## src/rtl/grid_scanner.sv

```systemverilog
// ---------------------------------------------------------------------------
// grid_scanner
//
// Walks a 16x16 grid one point per clock. At each point it asks an external
// circle-membership stage whether (pos_x, pos_y) is "activated". Each row's
// answers are packed into a 16-bit bitmap. The completed rows are queued in a
// small FIFO and handed to a downstream consumer with a valid/ready handshake.
// If the FIFO is full when a row is about to complete, the scan stalls until
// the consumer frees a slot, so no row is ever lost.
//
// Ports
//   clk        single clock, all state changes on its rising edge
//   rst        asynchronous active-high reset
//   start      one-cycle request to begin a scan (honoured only in IDLE)
//   pos_x      current column, feeds the membership stage
//   pos_y      current row, feeds the membership stage
//   activated  combinational membership result for (pos_x, pos_y)
//   row_data   bitmap of the FIFO head row, bit k = point at column k
//   row_idx    row number of the FIFO head row
//   row_valid  FIFO head holds a row
//   row_ready  consumer accepts the head row this cycle
//   count      number of activated points in the current/last scan
//   busy       high whenever the scanner is not idle
//   done       one-cycle pulse when a scan has been fully delivered
// ---------------------------------------------------------------------------
module grid_scanner #(
    parameter int FIFO_DEPTH = 4
) (
    input  logic        clk,
    input  logic        rst,
    input  logic        start,
    output logic [3:0]  pos_x,
    output logic [3:0]  pos_y,
    input  logic        activated,
    output logic [15:0] row_data,
    output logic [3:0]  row_idx,
    output logic        row_valid,
    input  logic        row_ready,
    output logic [8:0]  count,
    output logic        busy,
    output logic        done
);

    localparam int PTR_W = $clog2(FIFO_DEPTH);
    localparam int OCC_W = $clog2(FIFO_DEPTH) + 1;

    typedef enum logic [1:0] {
        IDLE,
        SCAN,
        DRAIN,
        DONE
    } state_t;

    state_t state;

    // FIFO entries are {row index, row bitmap}
    logic [19:0]      fifo_mem [FIFO_DEPTH];
    logic [PTR_W-1:0] wr_ptr;
    logic [PTR_W-1:0] rd_ptr;
    logic [OCC_W-1:0] occupancy;
    logic [OCC_W-1:0] occupancy_next;
    logic             full;

    logic [15:0] row_bits;
    logic [15:0] row_next;
    logic        sample;
    logic        push;
    logic        pop;

    // The full flag is a register, so a pop in the same cycle cannot open a
    // slot for a push: a row completing against a full FIFO always waits.
    always_comb begin
        sample = (state == SCAN) && !((pos_x == 4'd15) && full);
        push   = sample && (pos_x == 4'd15);
        pop    = row_valid && row_ready;

        row_next        = row_bits;
        row_next[pos_x] = activated;

        occupancy_next = occupancy;
        case ({push, pop})
            2'b10:   occupancy_next = occupancy + OCC_W'(1);
            2'b01:   occupancy_next = occupancy - OCC_W'(1);
            default: occupancy_next = occupancy;
        endcase
    end

    assign row_valid = (occupancy != '0);
    assign row_data  = row_valid ? fifo_mem[rd_ptr][15:0]  : 16'd0;
    assign row_idx   = row_valid ? fifo_mem[rd_ptr][19:16] : 4'd0;

    // Storage is not reset; the head is gated by row_valid so stale contents
    // never reach the outputs.
    always_ff @(posedge clk) begin
        if (push) begin
            fifo_mem[wr_ptr] <= {pos_y, row_next};
        end
    end

    // Pointers wrap naturally because FIFO_DEPTH is a power of two.
    always_ff @(posedge clk or posedge rst) begin
        if (rst) begin
            wr_ptr    <= '0;
            rd_ptr    <= '0;
            occupancy <= '0;
            full      <= 1'b0;
        end else begin
            if (push) begin
                wr_ptr <= wr_ptr + PTR_W'(1);
            end
            if (pop) begin
                rd_ptr <= rd_ptr + PTR_W'(1);
            end
            occupancy <= occupancy_next;
            full      <= (occupancy_next == OCC_W'(FIFO_DEPTH));
        end
    end

    // Scan sequencing. Completing column 15 of row 15 naturally wraps both
    // coordinates back to 0 on the way into DRAIN.
    always_ff @(posedge clk or posedge rst) begin
        if (rst) begin
            state    <= IDLE;
            pos_x    <= 4'd0;
            pos_y    <= 4'd0;
            row_bits <= 16'd0;
            count    <= 9'd0;
            busy     <= 1'b0;
            done     <= 1'b0;
        end else begin
            done <= 1'b0;
            case (state)
                IDLE: begin
                    if (start) begin
                        state    <= SCAN;
                        pos_x    <= 4'd0;
                        pos_y    <= 4'd0;
                        row_bits <= 16'd0;
                        count    <= 9'd0;
                        busy     <= 1'b1;
                    end
                end
                SCAN: begin
                    if (sample) begin
                        count <= count + 9'(activated);
                        pos_x <= pos_x + 4'd1;
                        if (pos_x == 4'd15) begin
                            row_bits <= 16'd0;
                            pos_y    <= pos_y + 4'd1;
                            if (pos_y == 4'd15) begin
                                state <= DRAIN;
                            end
                        end else begin
                            row_bits <= row_next;
                        end
                    end
                end
                DRAIN: begin
                    if (occupancy == '0) begin
                        state <= DONE;
                        done  <= 1'b1;
                    end
                end
                DONE: begin
                    state <= IDLE;
                    busy  <= 1'b0;
                end
                default: begin
                    state <= IDLE;
                    busy  <= 1'b0;
                end
            endcase
        end
    end

endmodule
```

## config.mk

```make
export PLATFORM = sky130hd
export DESIGN_NAME = grid_scanner
export DESIGN_NICKNAME = d
export VERILOG_FILES = /design/src/rtl/grid_scanner.sv
export SDC_FILE = /design/constraint.sdc
export NUM_CORES = 1
export LEC_CHECK = 0
export ABC_CLOCK_PERIOD_IN_PS = 3100
export BUFFER_PORTS_ARGS = -buffer_cell sky130_fd_sc_hd__buf_2
export CORE_MARGIN = 8
export CORE_UTILIZATION = 25
export CTS_CLUSTER_SIZE = 25
export DETAILED_ROUTE_END_ITERATION = 7
export PLACE_DENSITY = 0.5
export SLEW_MARGIN = 30
export SYNTH_ARGS = -nofsm -noshare
export SYNTH_HDL_FRONTEND = slang
export SYNTH_SLANG_ARGS = --single-unit
```

## constraint.sdc

```tcl
create_clock -name clk -period 3.1 [get_ports clk]
set_input_delay 0.62 -clock clk [delete_from_list [all_inputs] [get_ports clk]]
set_output_delay 0.62 -clock clk [all_outputs]
set_load 0.05 [all_outputs]
```

# Word level (Yosys, flattened, before mapping)
# Memory sizes are Yosys's and may differ from the RTL's.
# Cells that the tools add are included.
[word_totals]
regBits = 45
latchBits = 0
ram_bits = 80
romBits = 0
input_bits = 5
output_inout_bits = 40
wordCells = 80
mem_count = 1
[op_classes]
add_sub_neg = 7
n_mul = 0
div_mod_pow = 0
order_cmp = 2
eq_ne = 13
shifts = 0
n_mux = 31
n_bitwise = 0
n_reduce_logical = 15
[mem_list]
columns = ["name", "words", "width", "read_ports", "rd_clocked_by_memory_dff", "wr", "line", "text"]
rows = [
  ["fifo_mem", 4, 20, 1, 0, 1, "57", "logic [19:0] fifo_mem [FIFO_DEPTH];"],
]
[op_table]
columns = ["op", "count"]
rows = [
  ["two-way mux 16 bit", 4],
  ["one-hot mux 16 bit (2 select lines)", 1],
  ["two-way mux 4 bit", 5],
  ["two-way mux 9 bit", 2],
  ["one-hot mux 9 bit (2 select lines)", 1],
  ["bitwise mux 16 bit", 1],
  ["one-hot mux 4 bit (2 select lines)", 2],
  ["two-way mux 2 bit", 5],
  ["adder 9 x 1 -> 9 bit", 1],
  ["adder 4 x 1 -> 4 bit, second input constant", 2],
  ["== test 4 bit, second input constant", 2],
  ["one-hot mux 2 bit (4 select lines)", 1],
  ["== test 2 bit, second input constant", 3],
  ["two-way mux 1 bit", 6],
  ["inequality test 2 bit, second input constant", 3],
  ["one-hot mux 3 bit (2 select lines)", 1],
  ["logical AND 1 bit", 5],
  ["less-than comparator 4 x 5 -> 1 bit, second input constant", 1],
  ["AND reduction 5 bit", 1],
  ["adder 2 x 1 -> 2 bit, second input constant", 2],
  ["demux 1 bit (select 4 bit)", 1],
  ["== test 2 x 1 -> 1 bit, second input constant", 2],
  [">= comparator 4 x 1 -> 1 bit, second input constant", 1],
  ["inequality test 2 x 1 -> 1 bit, second input constant", 2],
  ["12 further kinds", 13],
]

# Depth between registers and ports, before layout
# Gate-level depths: netlist of run 1.
[logic_depth]
word_depth = 8
mapped_depth = 12
mapped_depth_nobuf = 10

# Least setup slack after synthesis of run 1
# OpenSTA, ideal clock, no wires.
[synth_path]
path_type = "register -> register"
from = "register pos_x[0]"
to = "register full"
setup_time_ps = 88
arrival_ps = 2651
required_ps = 3012
path_slack_ps = 361
path_stages_with_launch = 13
path_buffers = 2
period_less_slack_ps = 2739
path_cell_list = "dfrtp_1 -> ha_1 -> buf_6 -> and4b_1 -> buf_6 -> nand2_1 -> ha_1 -> inv_1 -> fa_1 -> xor2_1 -> nor2_1 -> xor2_1 -> nor3b_1"
[synth_via]
elab_chain_len = 8
word_cells_on_any_way = 9
cone_classes = "eq/ne: 4; mux: 1; reduce/logical: 4"
[synth_rtl]
columns = ["element", "line", "text"]
rows = [
  ["start, declared", "32", "output logic [3:0] pos_x,"],
  ["start signal, assigned", "146", "pos_x <= pos_x + 4'd1;"],
  ["== test 4 bit (*)", "73, 74", ""],
  ["logical AND 1 bit", "73", "sample = (state == SCAN) && !((pos_x == 4'd15) && full);"],
  ["logical NOT 1 bit", "73", ""],
  ["logical AND 1 bit", "73", ""],
  ["logical AND 1 bit (*)", "74", "push = sample && (pos_x == 4'd15);"],
  ["== test 2 x 1 -> 1 bit / == test 2 bit (equally long branches)", "81", "case ({push, pop})"],
  ["one-hot mux 3 bit (2 select lines) (*)", "81", ""],
  ["net occupancy_next[2]", "61", "logic [OCC_W-1:0] occupancy_next;"],
  ["== test 3 bit (*)", "115", "full <= (occupancy_next == OCC_W'(FIFO_DEPTH));"],
  ["end signal, assigned", "115", ""],
  ["end, declared", "62", "logic full;"],
]
# Mark *: on every way through the listed nets, which the timed path passes. The rest lies on a longest branch.
# A chain may end at the register's enable or synchronous reset.

# Final worst setup path of run 1
[layout_path]
from = "register rd_ptr[0]"
to = "output row_data[5]"
[layout_via]
elab_chain_len = 2
[layout_rtl]
columns = ["element", "line", "text"]
rows = [
  ["start, declared", "59", "logic [PTR_W-1:0] rd_ptr;"],
  ["start signal, assigned", "112", "rd_ptr <= rd_ptr + PTR_W'(1);"],
  ["memory read (4 x 20 bit)", "--", ""],
  ["two-way mux 16 bit", "89", "assign row_data = row_valid ? fifo_mem[rd_ptr][15:0] : 16'd0;"],
  ["end, declared", "35", "output logic [15:0] row_data,"],
]
# Every way passes these cells.

==> results of run 1 <==
[registers in the layout (all words and copies together) (netlist names), 2 cells and up]
signal	cells
rd_ptr	2
occupancy	3
fifo_mem	80
count	9
state	2
pos_x	4
row_bits	16
wr_ptr	2
pos_y	4
[how the worst max path moves through the flow]
stage | slack (ns) | endpoint | cells past startpoint
final | 0.34 | row_data[5] | 4
after global placement | 0.52 | full$_DFF_PP0_ | 10
after detailed placement | 0.36 | full$_DFF_PP0_ | 10
after global routing | 0.07 | full$_DFF_PP0_ | 10
after CTS | 0.28 | row_data[5] | 4
after floorplan | 0.36 | full$_DFF_PP0_ | 12
[power breakdown]
group	internal, mW	switching (mW)	total [mW]
Sequential	1.93	0.153	2.09
Clock	1.05	0.803	1.85
Combinational	0.795	1.69	2.48
[routing by layer]
metal	wire length (µm)	global-route usage (%)	part of all wire [%]	vias up
met5	0	0	0	-
met1	5520	11.5	46	1626
met2	5350	13.8	45	67
met3	725	3.89	6.1	18
li1	-	-	-	1508
met4	335	4.71	2.8	0
[stage by stage]
stage / worst slack [ns] / utilization, %
after floorplan: 0.361 / -
after global placement: 0.521 / 27.9
after detailed placement: 0.363 / 27.9
after CTS: 0.278 / 30.4
after global routing: 0.0688 / 30.4
final: 0.337 / 30.4
[cell families (layout without fill, tap and decap cells)]
kind of cell               after synthesis  after routing  share of synthesized area, %
DFF                                    125            125                          63.6
and+or+nand+nor                        107            107                          10.3
AOI/OAI and AO/OA                       45             45                          6.20
muxes                                   41             41                          12.3
buffers and inverters                   34             98                          2.71
adders and majority gates               17             17                          3.97
xor gates and xnor gates                 6              6                         0.947
[placed cells by master (no fill, tap or decap), drive strengths merged, types with 2 or more instances in the layout]
master / instances
o211ai: 4
inv: 25
nand4: 2
edfxtp: 80
nand2: 41
clkinvlp: 3
clkbuf: 17
ha: 16
and3: 7
xor2: 3
nand2b: 3
a21oi: 2
nor2: 7
nor2b: 3
nand4b: 2
dfrtp: 45
mux4: 20
xnor2: 3
buf: 50
and2: 22
mux2i: 2
nand3: 11
mux2: 19
clkinv: 3
a22o: 16
nor3: 2
or4: 2
o21ai: 10
a2bb2oi: 2
o31ai: 4
[cell usage after synthesis, drive strengths merged, types with 3 or more instances]
| cell type | count |
|---|---|
| and3 | 7 |
| nor2b | 3 |
| mux4 | 20 |
| o21ai | 10 |
| dfrtp | 45 |
| and2 | 22 |
| clkbuf | 9 |
| buf | 9 |
| inv | 16 |
| a22o | 16 |
| xnor2 | 3 |
| nand3 | 11 |
| o31ai | 4 |
| mux2 | 19 |
| ha | 16 |
| nand2 | 41 |
| nor2 | 7 |
| edfxtp | 80 |
| o211ai | 4 |
| nand2b | 3 |
| xor2 | 3 |
[area by class of cell]
cell class                 instances  area (µm²)  share of cell area [%]
clock buffer                      17         425                    6.40
clock inverter                    15         125                    1.88
inverter                          16        62.6                   0.942
multi-input combinational        216        1870                    28.2
sequential                       125        3530                    53.1
tap                              280         350                    5.27
timing repair buffer              50         278                    4.18
==> metrics.md, run 1 <==
| Metric | Value |
|---|---|
| Status | `complete, no violations` |
| Ys flop type | `edfxtp_1` |
| CTS buffer count | `17` |
| Hold Worst Slack | `0.278 ns` |
| Largest net degree at the start of global routing | `46` |
| Starting DRT DRC Count | `243` |
| Share of cells above drive strength 1 | `29.6%` |
| Max Fclk | `362 MHz` |
| DRC | `0` |
| Sink Count | `125` |
| Die ar. | `between 20000 and 30000 µm²` |
| Setup crit start | `rd_ptr[0]$_DFFE_PP0P_` |
| Vias in the first global route | `3438` |
| Final WL | `11.9 mm` |
| # diodes | `0` |
| Slowest-stage cell, CP | `dfrtp_1` |
| Top delay family on crit path | `flip-flops` |
| Warnings from Yosys | `0` |
| Die Ht | `165 µm` |
| Via count | `about 3200` |
| CTS hold repair buffers | `0` |
| CTS-repair resized insts | `0` |
| CP cell instances | `buf_12, mux4_2, and2_1, buf_2` |
| Minimum clock period | `2.76 ns` |
| CP Class | `flop to output pin` |
| Tcrit/Tclk final | `89.1%` |
| Hold Path Class | `input port to asynchronous set/reset pin` |
| DP Area | `6090 µm²` |
| Worst EP required | `about 2.5 ns` |
| Layout Nets | `between 400 and 500` |
| Final Max Slew Viols | `0` |
| Yosys top cell area share | `43.3%` |
| CP Max Fanout | `17` |
| Fin cells | `between 700 and 800` |
| Synth cell types | `47` |
| First-pass GRT wire length | `19.0 mm` |
| Setup_tns | `0 ns` |
| Cell Pwr Density | `966 nW/µm²` |
| Reg2reg end | `full$_DFF_PP0_` |
| Worst Tran Pin Value | `0.892 ns` |
| Syn Nets | `397` |
| Worst rel slew slack | `40.5%` |
| Die X | `165 µm` |
| Syn Inst Count | `375` |
| Clock transition at path regs | `around 0.060 ns` |
| Leakage power | `2.62 nW` |
| Worst R2R Path Depth | `10` |
| Starting Density | `25.4%` |
| Io pins | `45` |
| GRT Util Overall | `9.31%` |
| RSZ-0062 raised after global routing | `false` |
| Setup Skew | `0.0126 ns` |
| Register area share after synthesis | `63.6%` |
| Placed cells | `just under 700` |
| Drt first pass iters | `4` |
| Pwr Total | `between 6 and 7 mW` |
| RePlAce Congestion | `between 0.7 and 0.8` |
| WL per Instance | `16.6 µm` |
| Worst R2R Setup Slack | `around 0.35 ns` |
| Crit path DAT | `2.14 ns` |
| Max incr delay on CP | `0.56 ns` |
| Port bufs | `44` |
| Area leader, netlist | `edfxtp_1` |
| Max Cap Viol | `0` |
| Core Rows | `54` |
| Post-synth EDFFs | `80` |
| Buf+Inv Stages, Crit Path | `2` |
| Synth Area per Inst | `approximately 15 µm²` |
| Root Buffer | `clkbuf_16` |
| Peak supply drop | `0.000377 V` |
| Longest Clk Path Bufs | `2` |
| Asr flop ratio synth | `36.0%` |
| Via/cell ratio | `approximately 4.5` |
| Post-DP HPWL | `7.63 mm` |
| Endpoints failing hold | `0` |
| Yosys reg bits | `125` |
| Final-layout fill cell count | `2179` |
| CTS tree | `done` |
| Initial antenna violation count | `0` |
| Reg2reg start | `pos_x[0]$_DFFE_PP0P_` |
| Final instance area | `about 6600 µm²` |
| Routed Antenna Nets | `0` |
| Mapped Area | `between 5000 and 6000 µm²` |
| Setup-failing EPs final | `0` |
| # Post-CTS Setup Buffers | `0` |
| H-tree Lvls | `4` |
| Core area | `21800 µm²` |
| Overflow after GRT | `0` |
| Startpoint Class | `flop` |
| CP Capture Type | `output pin` |
| Area growth syn-to-layout | `19.7%` |
| Clock latency on the worst-skew pair | `around 0.42 ns` |
| Top cells by area, synth | `edfxtp_1 (43%), dfrtp_1 (20%), mux4_2 (8.1%)` |
No activity file was read; power rests on OpenSTA's default activity.
==> inputs of run 2 (changes only) <==
--- a/config.mk
+++ b/config.mk
@@ -5,7 +5,7 @@
 export SDC_FILE = /design/constraint.sdc
 export NUM_CORES = 1
 export LEC_CHECK = 0
-export ABC_CLOCK_PERIOD_IN_PS = 3100
+export ABC_CLOCK_PERIOD_IN_PS = 3500
 export BUFFER_PORTS_ARGS = -buffer_cell sky130_fd_sc_hd__buf_2
 export CORE_MARGIN = 8
 export CORE_UTILIZATION = 25
==> constraint.sdc (replaced) <==
create_clock -name clk -period 3.5 [get_ports clk]
set_input_delay 0.7 -clock clk [delete_from_list [all_inputs] [get_ports clk]]
set_output_delay 0.7 -clock clk [all_outputs]
set_load 0.05 [all_outputs]
==> metrics.md, run 2 (same netlist as run 1, synthesis figures left out) <==
| Metric | Value |
|---|---|
| Worst R2R Setup Slack | `0.74 ns` |
| Most frequent cells in the layout | `edfxtp_1 (80), dfrtp_1 (45), buf_2 (44)` |
| # Post-CTS Setup Buffers | `0` |
| Hold Path Class | `input port to asynchronous set/reset pin` |
| WL per Instance | `16.6 µm` |
| CP cell instances | `buf_12, mux4_2, and2_1, buf_2` |
| Final instance area | `6630 µm²` |
| Met1 Use GR | `11.1%` |
| Global route hottest layer | `met2` |
| Tcrit/Tclk final | `82.2%` |
| Overflow after GRT | `0` |
| Largest net degree at the start of global routing | `46` |
| Buf+Inv Stages, Crit Path | `2` |
| Setup Skew | `approximately 0.0085 ns` |
| Final-layout fill cell count | `2186` |
| Worst R2R Path Depth | `10` |
| Max Cap Viol | `0` |
| Endpoints failing hold | `0` |
| Max incr delay on CP | `0.60 ns` |
| Max FFs per register | `80` |
| Leakage power | `2.61 nW` |
| Root Buffer | `clkbuf_16` |
| Die X | `165 µm` |
| Layout Nets | `between 400 and 500` |
| Longest Clk Path Bufs | `2` |
| CTS hold repair buffers | `0` |
| Most common cell after layout, fill and taps aside | `edfxtp_1` |
| Largest regs | `fifo_mem x80, row_bits x16, count x9` |
| Routed Antenna Nets | `0` |
| CTS tree | `done` |
| Setup_tns | `0 ns` |
| H-tree Lvls | `4` |
| Clock latency on the worst-skew pair | `approximately 0.41 ns` |
| Initial antenna violation count | `1` |
| Drt first pass iters | `4` |
| Startpoint Class | `flop` |
| Via count | `3208` |
| CTS buffer count | `17` |
| Die ar. | `27200 µm²` |
| Largest register by flop count | `fifo_mem` |
| RSZ-0062 raised after global routing | `false` |
| CP Max Fanout | `16` |
| Starting DRT DRC Count | `208` |
| Met3 usage | `between 3 and 4%` |
| CP Capture Type | `output pin` |
| GR Util met2 | `14.8%` |
| Port bufs | `44` |
| Sink Count | `125` |
| Die Ht | `165 µm` |
| Slowest-stage cell, CP | `dfrtp_1` |
| First-pass GRT wire length | `19.0 mm` |
| Setup-failing EPs final | `0` |
| Starting Density | `25.4%` |
| Vias in the first global route | `3418` |
| DRC | `0` |
| Reg2reg end | `full$_DFF_PP0_` |
| Minimum clock period | `2.88 ns` |
| Placed cells | `686` |
| Core Rows | `54` |
| DP Area | `6090 µm²` |
| Worst Tran Pin Value | `0.799 ns` |
| Status | `complete, no violations` |
| Core area | `21800 µm²` |
| CP Class | `flop to output pin` |
| RePlAce Congestion | `about 0.74` |
| Final WL | `11.9 mm` |
| Final Max Slew Viols | `0` |
| Io pins | `45` |
| Peak supply drop | `0.000357 V` |
| Worst EP required | `2.80 ns` |
| Reg2reg start | `pos_x[0]$_DFFE_PP0P_` |
| GRT Util Overall | `9.35%` |
| # diodes | `0` |
| Share of cells above drive strength 1 | `between 20% and 30%` |
| Max Fclk | `348 MHz` |
| Clock transition at path regs | `0.06 ns` |
| Final Util | `30.4%` |
| Post-DP HPWL | `between 7 and 8 mm` |
| Crit path DAT | `between 2 and 2.5 ns` |
| Fin cells | `between 700 and 800` |
| Via/cell ratio | `4.47` |
| Top delay family on crit path | `flip-flops` |
| Worst rel slew slack | `46.7%` |
| Area growth syn-to-layout | `19.5%` |
| CTS-repair resized insts | `0` |
| Cell Pwr Density | `852 nW/µm²` |
run 2: changes by cell type in the layout (fill, tap and decap cells not counted), sizes merged:
cell | previous run | this run
bufinv | 0 | 1
clkbuf | 17 | 18
inv | 25 | 19
buf | 50 | 49
clkinv | 3 | 7
run 2: area by class of cell:
class	count	area, µm²	share of cell area, %
clock buffer	18	429	6.47
clock inverter	14	119	1.79
inverter	16	62.6	0.943
multi-input combinational	216	1870	28.3
sequential	125	3530	53.2
tap	280	350	5.28
timing repair buffer	49	270	4.07
run 2: where the power goes:
part / switching, mW / internal (mW)
Sequential: 0.151 / 1.71
Combinational: 1.48 / 0.696
Clock: 0.641 / 0.973
run 2: worst max-delay path by stage:
| stage | start | end | slack, ns | depth (start not counted) |
|---|---|---|---|---|
| floorplan | pos_x[0]$_DFFE_PP0P_ | full$_DFF_PP0_ | 0.76 | 12 |
| global placement | occupancy[0]$_DFF_PP0_ | full$_DFF_PP0_ | 0.83 | 9 |
| detailed placement | occupancy[0]$_DFF_PP0_ | full$_DFF_PP0_ | 0.69 | 9 |
| CTS | rd_ptr[0]$_DFFE_PP0P_ | row_data[7] | 0.54 | 4 |
| global route | occupancy[0]$_DFF_PP0_ | full$_DFF_PP0_ | 0.39 | 9 |
| finish | rd_ptr[0]$_DFFE_PP0P_ | row_data[12] | 0.62 | 4 |
run 2: per-stage QoR:
stage,power [mW],worst slack (ns),hold WS (ns)
final,5.65,0.624,0.363
after global routing,5.98,0.392,0.403
after CTS,5.75,0.540,0.372
after detailed placement,4.12,0.693,0.486
after global placement,4.07,0.829,0.458
after floorplan,3.55,0.761,0.444
run 2: per-layer routing:
metal  vias up  wire, µm
met4         2       268
li1       1511         -
met3        19       680
met5         -        10
met1      1594      5200
met2        82      5730
==> inputs of run 3 (changes only) <==
--- a/config.mk
+++ b/config.mk
@@ -5,7 +5,7 @@
 export SDC_FILE = /design/constraint.sdc
 export NUM_CORES = 1
 export LEC_CHECK = 0
-export ABC_CLOCK_PERIOD_IN_PS = 3500
+export ABC_CLOCK_PERIOD_IN_PS = 2880
 export BUFFER_PORTS_ARGS = -buffer_cell sky130_fd_sc_hd__buf_2
 export CORE_MARGIN = 8
 export CORE_UTILIZATION = 25
==> constraint.sdc (replaced) <==
create_clock -name clk -period 2.88 [get_ports clk]
set_input_delay 0.576 -clock clk [delete_from_list [all_inputs] [get_ports clk]]
set_output_delay 0.576 -clock clk [all_outputs]
set_load 0.05 [all_outputs]
==> metrics.md, run 3 (same netlist as run 1, synthesis figures left out) <==
| Metric | Value |
|---|---|
| Endpoints failing hold | `0` |
| # Post-CTS Setup Buffers | `0` |
| Vias in the first global route | `3500` |
| Internal Power | `4.24 mW` |
| Clock transition at path regs | `0.06 ns` |
| Die X | `~160 µm` |
| Longest Clk Path Bufs | `2` |
| WL per Instance | `~17 µm` |
| Minimum clock period | `2.64 ns` |
| Most common cell after layout, fill and taps aside | `edfxtp_1` |
| Layout Nets | `452` |
| # diodes | `0` |
| Startpoint Class | `flop` |
| Comb pwr share | `37.9%` |
| Post-DP HPWL | `between 7 and 8 mm` |
| CTS tree | `done` |
| CP Max Fanout | `8` |
| Setup_tns | `0 ns` |
| Via/cell ratio | `between 4 and 5` |
| Hold Worst Slack | `0.181 ns` |
| Clock latency on the worst-skew pair | `about 0.42 ns` |
| H-tree Lvls | `4` |
| Largest regs | `fifo_mem x80, row_bits x16, count x9` |
| CTS hold repair buffers | `0` |
| Max Fclk | `379 MHz` |
| Initial antenna violation count | `0` |
| Starting Density | `~25%` |
| Reg2reg start | `pos_x[0]$_DFFE_PP0P_` |
| Drt first pass iters | `4` |
| Peak supply drop | `just over 0.0004 V` |
| Via count | `3218` |
| Worst Tran Pin Value | `0.676 ns` |
| Max incr delay on CP | `0.44 ns` |
| Share of cells above drive strength 1 | `between 30% and 40%` |
| Port bufs | `44` |
| Worst rel slew slack | `about 55%` |
| Io pins | `45` |
| Root Buffer | `clkbuf_16` |
| Seq pwr share | `31.6%` |
| Max Cap Viol | `0` |
| Reg2reg end | `full$_DFF_PP0_` |
| Routed Antenna Nets | `0` |
| Overflow after GRT | `0` |
| Area growth syn-to-layout | `21.1%` |
| Die Ht | `around 160 µm` |
| Core Rows | `54` |
| Largest net degree at the start of global routing | `25` |
| Sink Count | `roughly 130` |
| CP Class | `flop to flop` |
| RSZ-0062 raised after global routing | `false` |
| Largest register by flop count | `fifo_mem` |
| CTS buffer count | `17` |
| DRC | `0` |
| Final Max Slew Viols | `0` |
| Worst R2R Setup Slack | `roughly 0.24 ns` |
| Most frequent cells in the layout | `edfxtp_1 (80), dfrtp_1 (45), buf_2 (44)` |
| Setup-failing EPs final | `0` |
| Die ar. | `approximately 27000 µm²` |
| Hold Path Class | `input port to asynchronous set/reset pin` |
| Tcrit/Tclk final | `91.5%` |
| Crit path DAT | `around 3 ns` |
| Slowest-stage cell, CP | `dfrtp_1` |
| Clock Power Share | `slightly above 30%` |
| Max FFs per register | `80` |
| RePlAce Congestion | `0.760` |
| Worst R2R Path Depth | `10` |
| Status | `complete, no violations` |
| Leakage power | `2.66 nW` |
| GRT Util Overall | `9.38%` |
| P_sw | `around 2.8 mW` |
| CTS-repair resized insts | `0` |
| Starting DRT DRC Count | `162` |
| Core area | `21800 µm²` |
| CP Capture Type | `flop` |
| CP cell instances | `ha_1, and4b_1, nand2_2, ha_1, inv_1, fa_1, xor2_1, nor2_1, xor2_1, nor3b_1` |
| Switching share of power | `40.1%` |
| Final instance area | `about 6700 µm²` |
| Final WL | `about 12 mm` |
| DP Area | `roughly 6100 µm²` |
| First-pass GRT wire length | `19.1 mm` |
| Final-layout fill cell count | `around 2200` |
| Cell Pwr Density | `1050 nW/µm²` |
| Worst EP required | `3.20 ns` |
| Setup Skew | `roughly 0.0072 ns` |
-- run 3: cell types whose count changed in the layout (fill, tap and decap cells not counted), moves of 2 or more --
cell      change
clkinv_2      -3
buf_4         +6
inv_8         +3
inv_6         +2
clkinv_1      -2
-- run 3: metrics by stage --
step | utilization [%] | power (mW) | setup WS [ns] | std cells
2_1_floorplan | - | 4.31 | 0.141 | 375
3_3_place_gp | 28.0 | 4.94 | 0.415 | 691
5_1_grt | 30.8 | 7.44 | 0.00269 | 723
4_1_cts | 30.8 | 7.17 | 0.151 | 723
3_5_place_dp | 28.0 | 5.00 | 0.217 | 691
6_report | 30.8 | 7.08 | 0.244 | 723
-- run 3: critical path, delay by kind of cell, from the launching register on --
kind	cells	cell delay, ns
buffers and inverters	1	0.07
and+or+nand+nor	4	0.81
adders and majority gates	3	0.84
DFF	1	0.44
xor gates and xnor gates	2	0.38
-- run 3: cell type report --
class	count	area, µm²	share of cell area [%]
Clock inverter	15	176	2.62
Tap cell	280	350	5.21
Multi-Input combinational cell	216	1890	28.1
Sequential cell	125	3530	52.5
Timing Repair Buffer	54	295	4.39
Clock buffer	17	425	6.33
Inverter	16	60.1	0.893
-- run 3: worst max path at each step --
stage | start | to | slack [ns] | cells after the start
finish | pos_x[0]$_DFFE_PP0P_ | full$_DFF_PP0_ | 0.24 | 10
global route | pos_x[0]$_DFFE_PP0P_ | full$_DFF_PP0_ | 0.003 | 10
CTS | pos_x[0]$_DFFE_PP0P_ | full$_DFF_PP0_ | 0.15 | 10
detailed placement | pos_x[0]$_DFFE_PP0P_ | full$_DFF_PP0_ | 0.22 | 10
global placement | pos_x[0]$_DFFE_PP0P_ | full$_DFF_PP0_ | 0.41 | 10
floorplan | pos_x[0]$_DFFE_PP0P_ | full$_DFF_PP0_ | 0.14 | 12
-- run 3: power by group through the flow --
stage / logic, mW / clock network (mW) / registers (mW)
after detailed placement: 2.73 / 0 / 2.27
after global routing: 2.91 / 2.27 / 2.26
after CTS: 2.74 / 2.19 / 2.24
after floorplan: 1.89 / 0 / 2.42
final: 2.69 / 2.16 / 2.24
after global placement: 2.68 / 0 / 2.26
-- run 3: metal layers --
| metal | up-vias | GRT usage [%] | wire length [µm] |
|---|---|---|---|
| met2 | 61 | 15.5 | 5990 |
| met5 | - | 0 | 0 |
| li1 | 1518 | - | - |
| met4 | 0 | 2.83 | 115 |
| met3 | 9 | 3.81 | 719 |
| met1 | 1630 | 10.9 | 5310 |
